<file path="config.mk">
export PLATFORM = sky130hd
export DESIGN_NAME = assoc_mem_search_flat
export DESIGN_NICKNAME = d
export VERILOG_FILES = /design/src/rtl/assoc_mem_search_if.sv /design/src/rtl/assoc_mem_search.sv /design/src/flat_wrapper.sv
export SDC_FILE = /design/constraint.sdc
export NUM_CORES = 2
export LEC_CHECK = 0
export CAP_MARGIN = 20
export CORE_AREA = 2 2 415 417
export CTS_BUF_LIST = sky130_fd_sc_hd__clkbuf_16
export CTS_CLUSTER_SIZE = 16
export DETAILED_ROUTE_END_ITERATION = 10
export DIE_AREA = 0 0 417 419
export GPL_ROUTABILITY_DRIVEN = 0
export GPL_TIMING_DRIVEN = 0
export HOLD_SLACK_MARGIN = 0.05
export PLACE_DENSITY_LB_ADDON = 0.15
export SLEW_MARGIN = 20
export SYNTH_ARGS = -nofsm -noshare
export SYNTH_HDL_FRONTEND = slang
export SYNTH_SLANG_ARGS = --single-unit
export TNS_END_PERCENT = 1
</file>
<file path="constraint.sdc">
create_clock -name clk_i -period 23.8 [get_ports clk_i]
set_input_delay 4.76 -clock clk_i [delete_from_list [all_inputs] [get_ports clk_i]]
set_output_delay 4.76 -clock clk_i [all_outputs]
set_load 0.1 [all_outputs]
</file>
<file path="src/rtl/assoc_mem_search_if.sv">
// assoc_mem_search_if
//   Bundles the query, class-memory and result signals of assoc_mem_search.
//   slave  modport : the search stage itself.
//   master modport : whoever drives queries, serves class reads, takes results.
//   Signals keep the stage's own port names (_i = into the stage, _o = out of it).
//   state_o is a debug view of the search FSM (0 IDLE, 1 SEARCH, 2 DONE).
//   Optional macro AM_THRESHOLD_EN adds dist_thresh_i / no_match_o.
//
//   Handshake rule (both query and result channels): a transfer happens on a
//   rising clk edge where valid and ready are both high; the producer keeps
//   its payload stable while valid is high and ready is low.
interface assoc_mem_search_if #(
  parameter int HVDimension = 512,
  parameter int NumClass    = 32
);
  localparam int ClassAddrWidth = $clog2(NumClass);
  localparam int DistWidth      = $clog2(HVDimension + 1);

  logic [HVDimension-1:0]    qhv_i;
  logic                      qhv_valid_i;
  logic                      qhv_ready_o;
  logic [ClassAddrWidth:0]   num_class_i;
  logic                      class_rd_en_o;
  logic [ClassAddrWidth-1:0] class_rd_addr_o;
  logic [HVDimension-1:0]    class_rd_data_i;
  logic [ClassAddrWidth-1:0] predict_o;
  logic [DistWidth-1:0]      dist_o;
  logic                      predict_valid_o;
  logic                      predict_ready_i;
  logic                      busy_o;
  logic [1:0]                state_o;
`ifdef AM_THRESHOLD_EN
  logic [DistWidth-1:0]      dist_thresh_i;
  logic                      no_match_o;
`endif

  modport slave (
`ifdef AM_THRESHOLD_EN
    input  dist_thresh_i,
    output no_match_o,
`endif
    input  qhv_i, qhv_valid_i, num_class_i, class_rd_data_i, predict_ready_i,
    output qhv_ready_o, class_rd_en_o, class_rd_addr_o, predict_o, dist_o,
    output predict_valid_o, busy_o, state_o
  );

  modport master (
`ifdef AM_THRESHOLD_EN
    output dist_thresh_i,
    input  no_match_o,
`endif
    output qhv_i, qhv_valid_i, num_class_i, class_rd_data_i, predict_ready_i,
    input  qhv_ready_o, class_rd_en_o, class_rd_addr_o, predict_o, dist_o,
    input  predict_valid_o, busy_o, state_o
  );
endinterface

</file>
<file path="src/rtl/assoc_mem_search.sv">
// assoc_mem_search
//   Associative-memory search: takes one binary query HV, streams class HVs
//   0..N-1 from an external memory (one read per cycle, data one cycle later),
//   and reports the index and Hamming distance of the nearest class.
// Ports:
//   clk_i  : clock
//   rst_ni : asynchronous active-low reset
//   bus    : assoc_mem_search_if.slave (query in, class reads, result out,
//            busy_o, debug state_o)
// Optional feature (macro AM_THRESHOLD_EN): dist_thresh_i is captured with the
//   query and no_match_o flags a best distance above it while in DONE.
module assoc_mem_search #(
  parameter int HVDimension = 512,
  parameter int NumClass    = 32
) (
  input  logic              clk_i,
  input  logic              rst_ni,
  assoc_mem_search_if.slave bus
);
  localparam int ClassAddrWidth = $clog2(NumClass);
  localparam int DistWidth      = $clog2(HVDimension + 1);
  localparam int CntWidth       = ClassAddrWidth + 1;

  typedef enum logic [1:0] {IDLE = 2'd0, SEARCH = 2'd1, DONE = 2'd2} state_e;

  state_e                    state_q, state_d;
  logic [HVDimension-1:0]    qhv_q, qhv_d;
  logic [CntWidth-1:0]       n_q, n_d;
  logic [CntWidth-1:0]       rd_cnt_q, rd_cnt_d;     // reads issued so far
  logic                      rd_en_q, rd_en_d;
  logic [ClassAddrWidth-1:0] rd_addr_q, rd_addr_d;
  logic                      pend_q, pend_d;         // class data arrives this cycle
  logic                      pend_last_q, pend_last_d;
  logic [ClassAddrWidth-1:0] pend_idx_q, pend_idx_d;
  logic [DistWidth-1:0]      min_dist_q, min_dist_d;
  logic [ClassAddrWidth-1:0] min_idx_q, min_idx_d;
  logic [ClassAddrWidth-1:0] predict_q, predict_d;
  logic [DistWidth-1:0]      dist_q, dist_d;
  logic                      valid_q, valid_d;
  logic                      ready_q, ready_d;
  logic                      busy_q, busy_d;
`ifdef AM_THRESHOLD_EN
  logic [DistWidth-1:0]      thresh_q, thresh_d;
  logic                      no_match_q, no_match_d;
`endif

  logic [CntWidth-1:0]       n_eff;
  logic [HVDimension-1:0]    diff;
  logic [DistWidth-1:0]      cur_dist, best_dist;
  logic [ClassAddrWidth-1:0] best_idx;

  // Zero classes still searches class 0; oversize requests clamp to memory size.
  always_comb begin
    if (bus.num_class_i == '0)                          n_eff = CntWidth'(1);
    else if (bus.num_class_i > CntWidth'(NumClass))     n_eff = CntWidth'(NumClass);
    else                                                n_eff = bus.num_class_i;
  end

  always_comb begin
    diff     = qhv_q ^ bus.class_rd_data_i;
    cur_dist = '0;
    for (int i = 0; i < HVDimension; i++) cur_dist = cur_dist + DistWidth'(diff[i]);
  end

  // Strict less-than: on a tie the earlier (lower) index is kept.
  always_comb begin
    best_dist = min_dist_q;
    best_idx  = min_idx_q;
    if (cur_dist < min_dist_q) begin
      best_dist = cur_dist;
      best_idx  = pend_idx_q;
    end
  end

  always_comb begin
    state_d     = state_q;
    qhv_d       = qhv_q;
    n_d         = n_q;
    rd_cnt_d    = rd_cnt_q;
    rd_en_d     = rd_en_q;
    rd_addr_d   = rd_addr_q;
    pend_d      = pend_q;
    pend_last_d = pend_last_q;
    pend_idx_d  = pend_idx_q;
    min_dist_d  = min_dist_q;
    min_idx_d   = min_idx_q;
    predict_d   = predict_q;
    dist_d      = dist_q;
    valid_d     = valid_q;
    ready_d     = ready_q;
    busy_d      = busy_q;
`ifdef AM_THRESHOLD_EN
    thresh_d    = thresh_q;
    no_match_d  = no_match_q;
`endif
    unique case (state_q)
      IDLE: begin
        if (bus.qhv_valid_i && ready_q) begin
          state_d    = SEARCH;
          qhv_d      = bus.qhv_i;
          n_d        = n_eff;
          rd_en_d    = 1'b1;       // address 0 goes out in the first SEARCH cycle
          rd_addr_d  = '0;
          rd_cnt_d   = CntWidth'(1);
          pend_d     = 1'b0;
          pend_last_d = 1'b0;
          min_dist_d = '1;
          min_idx_d  = '0;
          ready_d    = 1'b0;
          busy_d     = 1'b1;
`ifdef AM_THRESHOLD_EN
          thresh_d   = bus.dist_thresh_i;
`endif
        end
      end
      SEARCH: begin
        // Delay the issued read by one cycle to line up with its data.
        pend_d      = rd_en_q;
        pend_idx_d  = rd_addr_q;
        pend_last_d = rd_en_q && (rd_cnt_q == n_q);
        if (rd_en_q && (rd_cnt_q != n_q)) begin
          rd_addr_d = rd_cnt_q[ClassAddrWidth-1:0];
          rd_cnt_d  = rd_cnt_q + CntWidth'(1);
        end else begin
          rd_en_d   = 1'b0;
        end
        if (pend_q) begin
          min_dist_d = best_dist;
          min_idx_d  = best_idx;
          if (pend_last_q) begin
            state_d   = DONE;
            predict_d = best_idx;
            dist_d    = best_dist;
            valid_d   = 1'b1;
`ifdef AM_THRESHOLD_EN
            no_match_d = (best_dist > thresh_q);
`endif
          end
        end
      end
      DONE: begin
        if (bus.predict_ready_i) begin
          state_d = IDLE;
          valid_d = 1'b0;
          ready_d = 1'b1;
          busy_d  = 1'b0;
`ifdef AM_THRESHOLD_EN
          no_match_d = 1'b0;
`endif
        end
      end
      default: state_d = IDLE;
    endcase
  end

  always_ff @(posedge clk_i or negedge rst_ni) begin
    if (!rst_ni) begin
      state_q     <= IDLE;
      qhv_q       <= '0;
      n_q         <= '0;
      rd_cnt_q    <= '0;
      rd_en_q     <= 1'b0;
      rd_addr_q   <= '0;
      pend_q      <= 1'b0;
      pend_last_q <= 1'b0;
      pend_idx_q  <= '0;
      min_dist_q  <= '1;
      min_idx_q   <= '0;
      predict_q   <= '0;
      dist_q      <= '0;
      valid_q     <= 1'b0;
      ready_q     <= 1'b1;
      busy_q      <= 1'b0;
`ifdef AM_THRESHOLD_EN
      thresh_q    <= '0;
      no_match_q  <= 1'b0;
`endif
    end else begin
      state_q     <= state_d;
      qhv_q       <= qhv_d;
      n_q         <= n_d;
      rd_cnt_q    <= rd_cnt_d;
      rd_en_q     <= rd_en_d;
      rd_addr_q   <= rd_addr_d;
      pend_q      <= pend_d;
      pend_last_q <= pend_last_d;
      pend_idx_q  <= pend_idx_d;
      min_dist_q  <= min_dist_d;
      min_idx_q   <= min_idx_d;
      predict_q   <= predict_d;
      dist_q      <= dist_d;
      valid_q     <= valid_d;
      ready_q     <= ready_d;
      busy_q      <= busy_d;
`ifdef AM_THRESHOLD_EN
      thresh_q    <= thresh_d;
      no_match_q  <= no_match_d;
`endif
    end
  end

  assign bus.qhv_ready_o     = ready_q;
  assign bus.class_rd_en_o   = rd_en_q;
  assign bus.class_rd_addr_o = rd_addr_q;
  assign bus.predict_o       = predict_q;
  assign bus.dist_o          = dist_q;
  assign bus.predict_valid_o = valid_q;
  assign bus.busy_o          = busy_q;
  assign bus.state_o         = state_q;
`ifdef AM_THRESHOLD_EN
  assign bus.no_match_o      = no_match_q;
`endif
endmodule

</file>
<file path="src/flat_wrapper.sv">
// flat-port wrapper written by rule: the top's interface ports become plain ports
module assoc_mem_search_flat 
#(
  parameter int HVDimension = 512,
  parameter int NumClass    = 32
)
  (clk_i, rst_ni, bus_qhv_i, bus_qhv_valid_i, bus_num_class_i, bus_class_rd_data_i, bus_predict_ready_i, bus_qhv_ready_o, bus_class_rd_en_o, bus_class_rd_addr_o, bus_predict_o, bus_dist_o, bus_predict_valid_o, bus_busy_o, bus_state_o);
  assoc_mem_search_if #(.HVDimension(HVDimension), .NumClass(NumClass)) bus_i ();
  input  logic clk_i;
  input  logic rst_ni;
  input wire logic [$bits(bus_i.qhv_i)-1:0] bus_qhv_i;
  input wire logic [$bits(bus_i.qhv_valid_i)-1:0] bus_qhv_valid_i;
  input wire logic [$bits(bus_i.num_class_i)-1:0] bus_num_class_i;
  input wire logic [$bits(bus_i.class_rd_data_i)-1:0] bus_class_rd_data_i;
  input wire logic [$bits(bus_i.predict_ready_i)-1:0] bus_predict_ready_i;
  output wire logic [$bits(bus_i.qhv_ready_o)-1:0] bus_qhv_ready_o;
  output wire logic [$bits(bus_i.class_rd_en_o)-1:0] bus_class_rd_en_o;
  output wire logic [$bits(bus_i.class_rd_addr_o)-1:0] bus_class_rd_addr_o;
  output wire logic [$bits(bus_i.predict_o)-1:0] bus_predict_o;
  output wire logic [$bits(bus_i.dist_o)-1:0] bus_dist_o;
  output wire logic [$bits(bus_i.predict_valid_o)-1:0] bus_predict_valid_o;
  output wire logic [$bits(bus_i.busy_o)-1:0] bus_busy_o;
  output wire logic [$bits(bus_i.state_o)-1:0] bus_state_o;
  assign bus_i.qhv_i = bus_qhv_i;
  assign bus_i.qhv_valid_i = bus_qhv_valid_i;
  assign bus_i.num_class_i = bus_num_class_i;
  assign bus_i.class_rd_data_i = bus_class_rd_data_i;
  assign bus_i.predict_ready_i = bus_predict_ready_i;
  assign bus_qhv_ready_o = bus_i.qhv_ready_o;
  assign bus_class_rd_en_o = bus_i.class_rd_en_o;
  assign bus_class_rd_addr_o = bus_i.class_rd_addr_o;
  assign bus_predict_o = bus_i.predict_o;
  assign bus_dist_o = bus_i.dist_o;
  assign bus_predict_valid_o = bus_i.predict_valid_o;
  assign bus_busy_o = bus_i.busy_o;
  assign bus_state_o = bus_i.state_o;
  assoc_mem_search #(.HVDimension(HVDimension), .NumClass(NumClass)) u_core (.clk_i(clk_i), .rst_ni(rst_ni), .bus(bus_i));
endmodule
</file>
==> metrics.md <==
| Metric | Value |
|---|---|
| Status | completed |
| Tot GR Track Use | 0.215 |
| Initial antenna violation count | 71 |
| Clk buf depth | 3 |
| Highest routed metal layer | met5 |
| Post-DP HPWL | 161000 um |
| CTS Root Cell | clkbuf_16 |
| Die X-Extent | 417 um |
| Site Rows | 152 |
| Syn_area_per_cell | 9.67 um2 |
| Post-layout net count | 6807 |
| Fin. max-slew vios | 0 |
| Max-cap check violation count | 0 |
| Final Cell Area | 0.0554 mm2 |
| First-pass GRT wire length | 258000 um |
| Hold Path Class | flip-flop to flip-flop |
| I/O Buffers | 1059 |
| FF+latch count, synth | 572 |
| Slew HR | 0.257 |
| Via/cell ratio | 4.00 |
| CP arrival | 16.07 ns |
| Post-Route Skew | 0.0383 ns |
| Syn Nets | 5657 |
| Routed length on met3 | 9240 um |
| Final ANT Viol Nets | 0 |
| Post-CTS Hold Buffers | 0 |
| CTS tree | built |
| Routed WL | 189000 um |
| Setup repair bufs after CTS | 0 |
| CP endpoint kind | flip-flop |
| Worst-path clk slew | 0.06 ns |
| Vias in the first global route | 33200 |
| RSZ-0062 raised after global routing | false |
| Period utilization | 0.652 |
| Most used cell, CP | fa_1 |
| Fin. Hold Viols | 0 |
| Via count | 30100 |
| Largest net degree at the start of global routing | 84 |
| Met2 WL | 101000 um |
| Sequential area share after synthesis | 0.366 |
| Crit path max fanout | 10 |
| Worst slew pin tran | 1.11 ns |
| DR DRC count | 0 |
| Tmin final | 15.52 ns |
| Met1 wire length | 75000 um |
| # fillers | 18000 |
| Cts bufs inserted | 80 |
| Setup ws final | 8.28 ns |
| Endpoints failing setup | 0 |
| DR pass1 iterations | 5 |
| Post-cts sizing count | 0 |
| Synth area leader | dfrtp_1 |
| Mapped Cells | 4054 |
| Routed WL per cell | 25.1 um |
| Synth area leaders | dfrtp_1, fa_1, nand2_1 |
| Yosys warns | 0 |
| Proportion of layout cells with a drive suffix above 1 | 0.0395 |
| # H-tree levels | 3 |
| Core region area | 0.171 mm2 |
| Initial drt markers | 1316 |
| Critical path's largest stage delay | 0.66 ns |
| Post-Place Worst Slack | 7.36 ns |
| Post-DP Area | 0.0529 mm2 |
| Total grt overflow | 0 |
| Area Growth Syn to Fin | 41.4% |
| Synthesized area | 0.0392 mm2 |
| Share of the synthesized area in the top cell type | 0.358 |
| Slowest-stage cell, CP | fa_1 |
| Distinct cell type count of the synthesized netlist | 42 |
| Io pins | 1060 |
| DIE AREA | 0.175 mm2 |
| Max Clk Rate | 0.0644 GHz |
| Starting Density | 0.230 |
| Critical path type | input pin to flip-flop |
| Worst skew pair latency | 0.71 ns |
| Worst setup SP type | input pin |
| Worst path required time | 24.34 ns |
| Die Span Y | 419 um |
| Clk sink count | 572 |
cells by family (layout without fill, tap and decap cells):
family	count (synthesis)	count (layout)	synth area share
XOR/XNOR	527	527	0.118
flip-flops	572	572	0.366
buffers and inverters	640	1852	0.0638
multiplexers	16	16	0.00409
adder cells (fa/ha/maj)	569	569	0.276
AO/OA/AOI/OAI	85	85	0.0130
other	0	27	0
AND/OR/NAND/NOR	1645	1645	0.159
final cells by class:
class	count	area [um2]	area share
diodes	27	67.6	0.00122
plain buffers	129	593	0.0107
clock buffers	80	2000	0.0361
clock inverters	64	494	0.00892
inverters	511	1920	0.0346
multi-input cells	2842	22400	0.404
flip-flops and latches	572	14300	0.259
well taps	2233	2790	0.0504
repair buffers	1068	10900	0.196
cells in the final DEF, fill, tap and decap left out, types with 7 or more instances in the layout:
master	count
nand2_1	1589
clkdlybuf4s50_1	1058
dfrtp_1	561
inv_1	528
fa_1	495
xor2_1	282
xnor2_1	245
clkbuf_16	80
ha_1	74
buf_2	65
clkbuf_1	49
o21ai_1	30
diode_2	27
nor2_1	22
clkinv_1	22
o21ai_0	21
mux2i_1	16
a21oi_1	12
dfstp_2	11
a31oi_1	9
nand3_1	9
buf_16	9
clkbuf_2	7
clkinv_2	7
cell usage after synthesis:
cell type,n
nor4_1,1
a21oi_1,12
xnor2_1,245
o41ai_2,1
nor2b_1,4
nand4_1,3
nand2_2,1
mux2i_1,16
buf_8,1
dfrtp_1,561
dfstp_2,11
a31oi_1,9
buf_2,64
o21a_1,2
xor2_1,282
o21ai_4,1
o31ai_1,1
ha_1,74
o22ai_1,1
o21ai_0,21
nand2b_1,5
a21o_1,1
o21ai_1,30
a41oi_2,1
nand3_1,9
nor2_1,22
nand3b_1,1
o31a_1,1
inv_1,511
nor3_1,5
or2_2,2
a211oi_1,1
nand2_1,1589
fa_1,495
o21bai_1,1
o2111ai_1,1
nand4bb_1,1
buf_1,6
buf_4,2
or3_1,2
clkbuf_1,56
o31ai_4,1
worst max-delay path, delay by kind of cell:
family	cells	cell delay, ns
fa+ha+maj	16	7.77
compound gates	4	1.03
xor+xnor	2	0.36
buf+inv	12	1.52
simple gates	2	0.28
mux	1	0.33
flip-flops by register name, indices dropped and copies added (netlist names), 5 cells and up:
signal and count:
u_core.min_idx_q 5, u_core.min_dist_q 10, u_core.qhv_q 512, u_core.bus.class_rd_addr_o 5, u_core.n_q 6, u_core.rd_cnt_q 6
u_core.bus.dist_o 10, u_core.pend_idx_q 5, u_core.bus.predict_o 5
layer usage:
| layer | vias to the layer above | global-route usage |
|---|---|---|
| li1 | 14200 | - |
| met5 | - | 0 |
| met3 | 228 | 0.0439 |
| met2 | 737 | 0.402 |
| met4 | 56 | 0.0489 |
| met1 | 14800 | 0.251 |
metrics by stage:
stage / util / hold slack (ns) / instances / TNS [ns]
floorplan: - / 0.457 / 4054 / 0
global route: 0.325 / 0.509 / 7519 / 0
global placement: 0.308 / 0.471 / 7346 / -7029.82
detailed placement: 0.310 / 0.481 / 7355 / 0
CTS: 0.324 / 0.494 / 7499 / 0
finish: 0.325 / 0.484 / 7526 / 0
worst paths after layout:
kind / start / endpoint / slack (ns) / cells past startpoint
setup / recovery: bus_class_rd_data_i[412] / u_core.bus.dist_o[8] / 8.28 / 37
min in group asynchronous: rst_ni / u_core.qhv_q[144] / 3.94 / 1
hold reg to reg: u_core.bus.dist_o[7] / u_core.bus.dist_o[7] / 0.48 / 2
max in group asynchronous: rst_ni / u_core.qhv_q[406] / 18.19 / 4
setup reg to reg: u_core.qhv_q[232] / u_core.bus.dist_o[8] / 12.50 / 34
hold / removal: u_core.bus.dist_o[7] / u_core.bus.dist_o[7] / 0.48 / 2
Power is left out: the tool's default activity adds up to more than one toggle a clock period on the data nets, which glitch-free logic cannot reach.
